`src/rtl/fifo_buff_param.sv`:
```
// fifo_buff_param: parametrised single-clock FIFO with exact occupancy count,
// programmable almost-full/almost-empty thresholds and one-cycle
// overflow/underflow pulses.
// Optional macro FIFO_FWFT_EN selects first-word fall-through reads; when it
// is undefined the read port is registered with one cycle of latency.
module fifo_buff_param #(
    parameter int DATA_W    = 32,
    parameter int DEPTH     = 8,
    parameter int AF_MARGIN = 1,
    parameter int AE_MARGIN = 1,
    localparam int CW       = $clog2(DEPTH + 1)
) (
    input  logic              clk,
    input  logic              rst,
    input  logic              en,
    input  logic              wr,
    input  logic [DATA_W-1:0] datain,
    input  logic              rd,
    output logic [DATA_W-1:0] dataout,
    output logic              empty,
    output logic              full,
    output logic              almost_empty,
    output logic              almost_full,
    output logic [CW-1:0]     count,
    output logic              overflow,
    output logic              underflow
);

    localparam int PW = (DEPTH > 1) ? $clog2(DEPTH) : 1;
    localparam logic [PW-1:0] PTR_LAST = PW'(DEPTH - 1);
    localparam logic [CW-1:0] CNT_FULL = CW'(DEPTH);
    localparam logic [CW-1:0] CNT_AF   = CW'(DEPTH - AF_MARGIN);
    localparam logic [CW-1:0] CNT_AE   = CW'(AE_MARGIN);

    logic [DATA_W-1:0] mem_q [DEPTH];
    logic [PW-1:0]     wr_ptr_q, wr_ptr_d;
    logic [PW-1:0]     rd_ptr_q, rd_ptr_d;
    logic [CW-1:0]     count_q, count_d;
    logic              overflow_q, overflow_d;
    logic              underflow_q, underflow_d;
    logic              empty_s, full_s;
    logic              rd_acc_s, wr_acc_s;
`ifndef FIFO_FWFT_EN
    logic [DATA_W-1:0] dataout_q, dataout_d;
`endif

    // Status flags derived only from the registered occupancy.
    always_comb begin
        empty_s = (count_q == {CW{1'b0}});
        full_s  = (count_q == CNT_FULL);
    end

    // Accept decisions; a read frees a slot, so a full FIFO takes rd+wr together.
    always_comb begin
        rd_acc_s = 1'b0;
        wr_acc_s = 1'b0;
        if (en) begin
            rd_acc_s = rd & ~empty_s;
            wr_acc_s = wr & (~full_s | rd);
        end else begin
            rd_acc_s = 1'b0;
            wr_acc_s = 1'b0;
        end
    end

    // Next-state for pointers, occupancy and the reject pulses.
    always_comb begin
        wr_ptr_d    = wr_ptr_q;
        rd_ptr_d    = rd_ptr_q;
        if (wr_acc_s) begin
            wr_ptr_d = (wr_ptr_q == PTR_LAST) ? {PW{1'b0}} : wr_ptr_q + PW'(1);
        end else begin
            wr_ptr_d = wr_ptr_q;
        end
        if (rd_acc_s) begin
            rd_ptr_d = (rd_ptr_q == PTR_LAST) ? {PW{1'b0}} : rd_ptr_q + PW'(1);
        end else begin
            rd_ptr_d = rd_ptr_q;
        end
        count_d     = count_q + CW'(wr_acc_s) - CW'(rd_acc_s);
        overflow_d  = en & wr & ~wr_acc_s;
        underflow_d = en & rd & ~rd_acc_s;
    end

`ifndef FIFO_FWFT_EN
    // Registered read port: capture the head word only when a read is accepted.
    always_comb begin
        dataout_d = dataout_q;
        if (rd_acc_s) begin
            dataout_d = mem_q[rd_ptr_q];
        end else begin
            dataout_d = dataout_q;
        end
    end
`endif

    // Control registers with synchronous reset.
    always_ff @(posedge clk) begin
        if (rst) begin
            wr_ptr_q    <= {PW{1'b0}};
            rd_ptr_q    <= {PW{1'b0}};
            count_q     <= {CW{1'b0}};
            overflow_q  <= 1'b0;
            underflow_q <= 1'b0;
        end else begin
            wr_ptr_q    <= wr_ptr_d;
            rd_ptr_q    <= rd_ptr_d;
            count_q     <= count_d;
            overflow_q  <= overflow_d;
            underflow_q <= underflow_d;
        end
    end

`ifndef FIFO_FWFT_EN
    // Read data register, cleared on reset.
    always_ff @(posedge clk) begin
        if (rst) begin
            dataout_q <= {DATA_W{1'b0}};
        end else begin
            dataout_q <= dataout_d;
        end
    end
`endif

    // Storage array; deliberately not cleared by reset.
    always_ff @(posedge clk) begin
        if (!rst && wr_acc_s) begin
            mem_q[wr_ptr_q] <= datain;
        end
    end

    // Output mapping.
    always_comb begin
        empty        = empty_s;
        full         = full_s;
        almost_empty = (count_q <= CNT_AE);
        almost_full  = (count_q >= CNT_AF);
        count        = count_q;
        overflow     = overflow_q;
        underflow    = underflow_q;
`ifdef FIFO_FWFT_EN
        dataout      = empty_s ? {DATA_W{1'b0}} : mem_q[rd_ptr_q];
`else
        dataout      = dataout_q;
`endif
    end

endmodule

```
`config.mk`:
```
export PLATFORM = sky130hd
export DESIGN_NAME = fifo_buff_param
export DESIGN_NICKNAME = d
export VERILOG_FILES = /design/src/rtl/fifo_buff_param.sv
export SDC_FILE = /design/constraint.sdc
export NUM_CORES = 1
export LEC_CHECK = 0
export ABC_CLOCK_PERIOD_IN_PS = 5500
export BUFFER_PORTS_ARGS = -buffer_cell sky130_fd_sc_hd__buf_2
export CAP_MARGIN = 20
export CORE_MARGIN = 3
export CORE_UTILIZATION = 44
export CTS_BUF_LIST = sky130_fd_sc_hd__clkbuf_16
export CTS_CLUSTER_DIAMETER = 60
export DETAILED_ROUTE_END_ITERATION = 7
export SLEW_MARGIN = 25
export SYNTH_ARGS = -nofsm -noshare
export SYNTH_HDL_FRONTEND = slang
export SYNTH_SLANG_ARGS = --single-unit
export TNS_END_PERCENT = 1
```
`constraint.sdc`:
```
create_clock -name clk -period 5.5 [get_ports clk]
set_clock_uncertainty 0.1 [all_clocks]
set_input_delay 0.55 -clock clk [delete_from_list [all_inputs] [get_ports clk]]
set_output_delay 0.55 -clock clk [all_outputs]
set_load 0.02 [all_outputs]
```
==> results.tsv, run 1 <==
metric	value	unit
status	complete, no violations	
Final GP Congestion	0.7275	
remaining antenna violation count	0	
synthesized flop and latch total	300	
vias per inst	5.365	
final worst path period need	3.292	ns
top cells by area, synth	edfxtp_1 67%, dfxtp_1 7.7%, mux4_2 5.9%	
initial drt markers	488	
initial antenna violation count	2	
Synth cell types	34	
Top delay family on crit path	adder cells	
sequential fraction of the synthesis area	75.18	%
FMAX	0.3038	GHz
Die Wd	166.9	um
CTS resizes	0	
CP bufs+invs	5	
vias in the first global route	6118	
Max Slew Vio Count	0	
Core Area	25330	um2
CP Launch Type	flip-flop	
remaining global-route overflow	0	
top cell type's share of synthesized area	67.45	%
WL met2	11250	um
CP max FO	37	
CTS H-tree depth	1	
Final period util	59.85	%
CP Class	flip-flop to flip-flop	
Post-CTS Setup Bufs	0	
cells along the critical path	inv_1 -> ha_1 -> or3b_1 -> nand3_2 -> buf_4 -> inv_2 -> buf_4 -> ha_1 -> inv_1 -> ha_1 -> fa_1 -> xnor2_1 -> nor2_1	
routed length on met1	9664	um
I/O pin cnt	79	
P&R area growth vs syn	16.16	%
maximum vdd ir drop	0.0002028	V
PwrDens	392.7	nW/um2
Layout Nets	774	
post-synth net total	682	
WP data arrival	3.58	ns
FP Rows	58	
Worst Setup End Kind	flip-flop	
most common cell in the netlist	edfxtp_1	
Reg clk slew, reported paths	0.06	ns
gr usage total	15.86	%
Antenna Diode Count	0	
global-route wire length before repair	35070	um
most frequent cells after synthesis	256 x edfxtp_1, 65 x mux2i_1, 44 x dfxtp_1	
vias	5778	
Mean Syn Cell Area	18.03	um2
Synth area leader	edfxtp_1	
RSZ-0062 raised after global routing	no	
Post-CTS Hold Buffers	0	
root buffer cell	clkbuf_16	
Post-Syn Area	11400	um2
EDFF count, synth	256	
DRC errors left	0	
share of layout cells above drive strength 1	24.23	%
CTS tree	done	
Synth async-reset ratio	0	%
Syn Inst Count	632	
Clock Sinks	300	
Tightest Hold Check Type	primary input to flip-flop	
Worst Max-Slew Pin Slew	1.001	ns
Syn. warnings	0	
Setup-failing EPs final	0	
Hold Fails Final Rpt	0	
Worst EP required	5.79	ns
Leakage	4.410	nW
cts bufs inserted	30	
Worst path max stage delay	0.41	ns
die area	27870	um2
drt wl/cell	20.82	um
Die H	166.9	um
largest net degree at the start of global routing	50	
Most used DFF post-synth	edfxtp_1	
Clk Latency, worst-skew pair	0.53	ns
slowest stage cell, crit path	buf_4	
total wire length	22420	um
FILL cells	2046	
hold_ws	0.1889	ns
fin area	13240	um2
Max-slew headroom	33.25	%
CP most frequent cell	ha_1	
detailed placement HPWL	13840	um
Port Buf Inserts	78	
area of placed instances	12310	um2
CTS max path bufs	3	
drt first pass iters	4	
setup TNS	0	ns
highest metal used	met5	
final core utilization	52.27	%
Max Cap Violations	0	
met3 wire len	1122	um
initial core utilization	45.00	%
-- state kept, by name (all words and copies together), names as in the netlist --
register,count
dataout,32
mem_q,256
overflow,1
underflow,1
rd_ptr_q,3
count,4
wr_ptr_q,3
-- worst paths after layout --
kind	slack (ns)	endpoint	depth (start not counted)	startpoint
worst min register to register	0.39	dataout[9]$_SDFFE_PP0N_	2	dataout[9]$_SDFFE_PP0N_
worst min-delay path	0.19	mem_q[0][23]$_DFFE_PP_	1	datain[23]
worst max register to register	2.21	count[2]$_SDFF_PP0_	13	count[2]$_SDFF_PP0_
worst max-delay path	2.21	count[2]$_SDFF_PP0_	13	count[2]$_SDFF_PP0_
-- layout make-up --
| cell class | instances | area [um2] | area share, % |
|---|---|---|---|
| clock inverters | 24 | 153.9 | 1.162 |
| multi-input cells | 288 | 2616 | 19.76 |
| clock buffers | 31 | 775.7 | 5.860 |
| well taps | 330 | 412.9 | 3.119 |
| inverters | 7 | 26.28 | 0.1985 |
| repair buffers | 97 | 680.7 | 5.141 |
| flip-flops and latches | 300 | 8573 | 64.76 |
-- cell usage in the layout (no fill, tap or decap), drive strengths merged --
cell	Yosys	routed
nor2	41	41
clkbuf	10	31
nor4bb	1	1
a21oi	8	8
a21o	1	1
xnor2	2	2
nand3	3	3
nand3b	1	1
nand2	8	8
or4b	1	1
and4b	1	1
buf	27	97
mux4	32	32
clkinv	0	12
nor2b	2	2
dfxtp	44	44
a211oi	32	32
ha	12	12
nand2b	3	3
or3	3	3
fa	1	1
o22ai	32	32
nor3b	1	1
bufinv	0	2
nor3	34	34
clkinvlp	0	1
edfxtp	256	256
mux2i	65	65
or3b	3	3
inv	7	16
or2	1	1
-- through the flow --
stage	power [W]	worst slack [ns]	cells
2_1_floorplan	0.003160	1.202	632
3_3_place_gp	0.003335	2.287	1014
3_5_place_dp	0.003360	2.187	1022
4_1_cts	0.005262	2.173	1077
5_1_grt	0.005419	1.935	1077
6_report	0.005199	2.208	1077
-- layer usage --
metal / vias to the layer above / global-route usage (%)
met1: 2910 / 21.05
met5: - / 0
met4: 4 / 3.945
li1: 2705 / -
met3: 35 / 3.014
met2: 124 / 27.20
-- cell families (layout without fill, tap and decap cells) --
group,count (synthesis),in the layout,synth area share (%)
buffers and inverters,44,159,2.349
AO/OA/AOI/OAI,73,73,4.281
multiplexers,97,97,12.10
XOR/XNOR,2,2,0.1537
AND/OR/NAND/NOR,103,103,4.446
adder cells (fa/ha/maj),13,13,1.493
flip-flops,300,300,75.18
-- power by group --
group,internal (W),leakage (nW),switching (W),total (W)
combinational,0.000277,1.25,0.000389,0.000666
sequential,0.00255,2.67,0.0000870,0.00263
clock,0.00110,0.491,0.000797,0.00190
total,0.00393,4.41,0.00127,0.00520
No activity file was read; power rests on OpenSTA's default activity.
==> inputs of run 2 (changes only) <==
--- a/config.mk
+++ b/config.mk
@@ -5,7 +5,7 @@
 export SDC_FILE = /design/constraint.sdc
 export NUM_CORES = 1
 export LEC_CHECK = 0
-export ABC_CLOCK_PERIOD_IN_PS = 5500
+export ABC_CLOCK_PERIOD_IN_PS = 3300
 export BUFFER_PORTS_ARGS = -buffer_cell sky130_fd_sc_hd__buf_2
 export CAP_MARGIN = 20
 export CORE_MARGIN = 3
==> constraint.sdc (replaced) <==
create_clock -name clk -period 3.3 [get_ports clk]
set_clock_uncertainty 0.1 [all_clocks]
set_input_delay 0.33 -clock clk [delete_from_list [all_inputs] [get_ports clk]]
set_output_delay 0.33 -clock clk [all_outputs]
set_load 0.02 [all_outputs]
==> results.tsv, run 2 (synthesis results as in run 1) <==
metric	value	unit	change
I/O pin cnt	79		unchanged
CTS resizes	0		unchanged
Max-slew headroom	49.24	%	+16 points
initial drt markers	423		-13%
drt wl/cell	21.14	um	+1.5%
Tot Pwr	0.008887	W	+71%
CP Class	flip-flop to flip-flop		
Worst Max-Slew Pin Slew	0.7613	ns	-0.2400 ns
commonest non-fill, non-tap cell in the layout	edfxtp_1		
initial core utilization	45.00	%	unchanged
Die H	166.9	um	unchanged
Clock Sinks	300		unchanged
vias per inst	5.377		+0.22%
commonest non-fill, non-tap cells in the layout	256 x edfxtp_1, 78 x buf_2, 65 x mux2i_1		
Switching Fraction	24.82	%	+0.34 points
Port Buf Inserts	78		unchanged
internal power	0.006681	W	+70%
P&R area growth vs syn	18.84	%	
maximum vdd ir drop	0.0004639	V	+130%
CTS H-tree depth	1		unchanged
max reg flops	256		unchanged
Final period util	82.80	%	+23 points
FP Rows	58		unchanged
DRC errors left	0		unchanged
detailed placement HPWL	13840	um	about the same
Comb pwr share	13.6	%	+0.8 points
PwrDens	656.1	nW/um2	+67%
total wire length	23610	um	+5.3%
vias	6006		+3.9%
die area	27870	um2	unchanged
CTS tree	done		
FILL cells	2050		+0.20%
remaining global-route overflow	0		unchanged
status	complete, no violations		
WP data arrival	2.81	ns	-0.77 ns
CP max FO	32		-14%
gr usage total	16.87	%	+1.0 points
Clock power frac	37.5	%	+0.9 points
FMAX	0.3660	GHz	+20%
Worst EP required	3.37	ns	-2.42 ns
RSZ-0062 raised after global routing	no		
global-route wire length before repair	36600	um	+4.4%
placed cells	1029		+0.68%
Layout Nets	813		+5.0%
CTS max path bufs	3		unchanged
Antenna Diode Count	0		unchanged
cts bufs inserted	31		+3.3%
Setup-failing EPs final	0		unchanged
Post-CTS Setup Bufs	0		unchanged
hold_ws	0.01001	ns	-0.1789 ns
drt first pass iters	4		unchanged
Die Wd	166.9	um	unchanged
share of layout cells above drive strength 1	24.40	%	+0.17 points
Clk Latency, worst-skew pair	0.54	ns	about the same
Tightest Hold Check Type	primary input to flip-flop		
Final GP Congestion	0.7417		+2.0%
remaining antenna violation count	0		unchanged
Reg with most FFs	mem_q		
root buffer cell	clkbuf_16		
largest net degree at the start of global routing	45		-10%
Final Non-Filler Cells	1117		+3.7%
Reg clk slew, reported paths	0.06	ns	about the same
Worst Setup End Kind	flip-flop		
switching power	0.002206	W	+73%
Leakage	4.539	nW	+2.9%
vias in the first global route	6212		+1.5%
final worst path period need	2.732	ns	-0.5592 ns
initial antenna violation count	0		-2
Max Cap Violations	0		unchanged
Hold Fails Final Rpt	0		unchanged
CP Launch Type	flip-flop		
Seq pwr share	48.9	%	-1.7 points
Core Area	25330	um2	unchanged
Max Slew Vio Count	0		unchanged
-- run 2: layout make-up --
cell class	count	area [um2]	area share, %
repair buffers	135	920.9	6.799
multi-input cells	288	2629	19.41
well taps	330	412.9	3.049
inverters	7	26.28	0.1940
clock buffers	31	775.7	5.727
clock inverters	26	206.4	1.524
flip-flops and latches	300	8573	63.30
-- run 2: critical path: stages (launching register included) --
cell     delay (ns)
dfxtp_1        0.35
inv_1          0.10
ha_1           0.23
or4b_1         0.20
nand3_2        0.18
or3b_1         0.58
nor2_4         0.17
buf_4          0.45
-- run 2: final timing paths --
check	from	end	slack (ns)	cells past startpoint
worst min register to register	dataout[31]$_SDFFE_PP0N_	dataout[31]$_SDFFE_PP0N_	0.39	2
worst max-delay path	count[2]$_SDFF_PP0_	mem_q[3][22]$_DFFE_PP_	0.57	7
worst min-delay path	datain[31]	mem_q[5][31]$_DFFE_PP_	0.01	1
worst max register to register	count[2]$_SDFF_PP0_	mem_q[3][22]$_DFFE_PP_	0.57	7
-- run 2: routing by layer --
layer,vias to the layer above,GRT usage (%),part of all wire [%]
li1,2782,-,-
met1,3063,24.21,47
met2,136,27.69,48
met3,25,2.682,4.3
met4,0,3.479,1.2
met5,-,0,0
-- run 2: timing repair --
action | in CTS | in global routing
endpoints found under the setup margin | 0 | 0
endpoints found under the hold margin | 230 | 0
hold buffers | 31 | 0
-- run 2: power by group through the flow --
stage	combinational, W	sequential, W	clock, W
after floorplan	0.000760	0.00451	0
after global placement	0.00118	0.00442	0
after detailed placement	0.00120	0.00443	0
after CTS	0.00123	0.00435	0.00340
after global routing	0.00133	0.00436	0.00356
final	0.00121	0.00434	0.00333
-- run 2: through the flow --
step	area [um2]	setup slack (ns)	TNS [ns]	utilization [%]
after detailed placement	12250	0.5436	0	48.37
after floorplan	11410	-0.1412	-22.71	-
after CTS	13540	0.5244	0	53.48
final	13540	0.5676	0	53.48
after global placement	12250	0.6729	0	48.37
after global routing	13540	0.4230	0	53.48
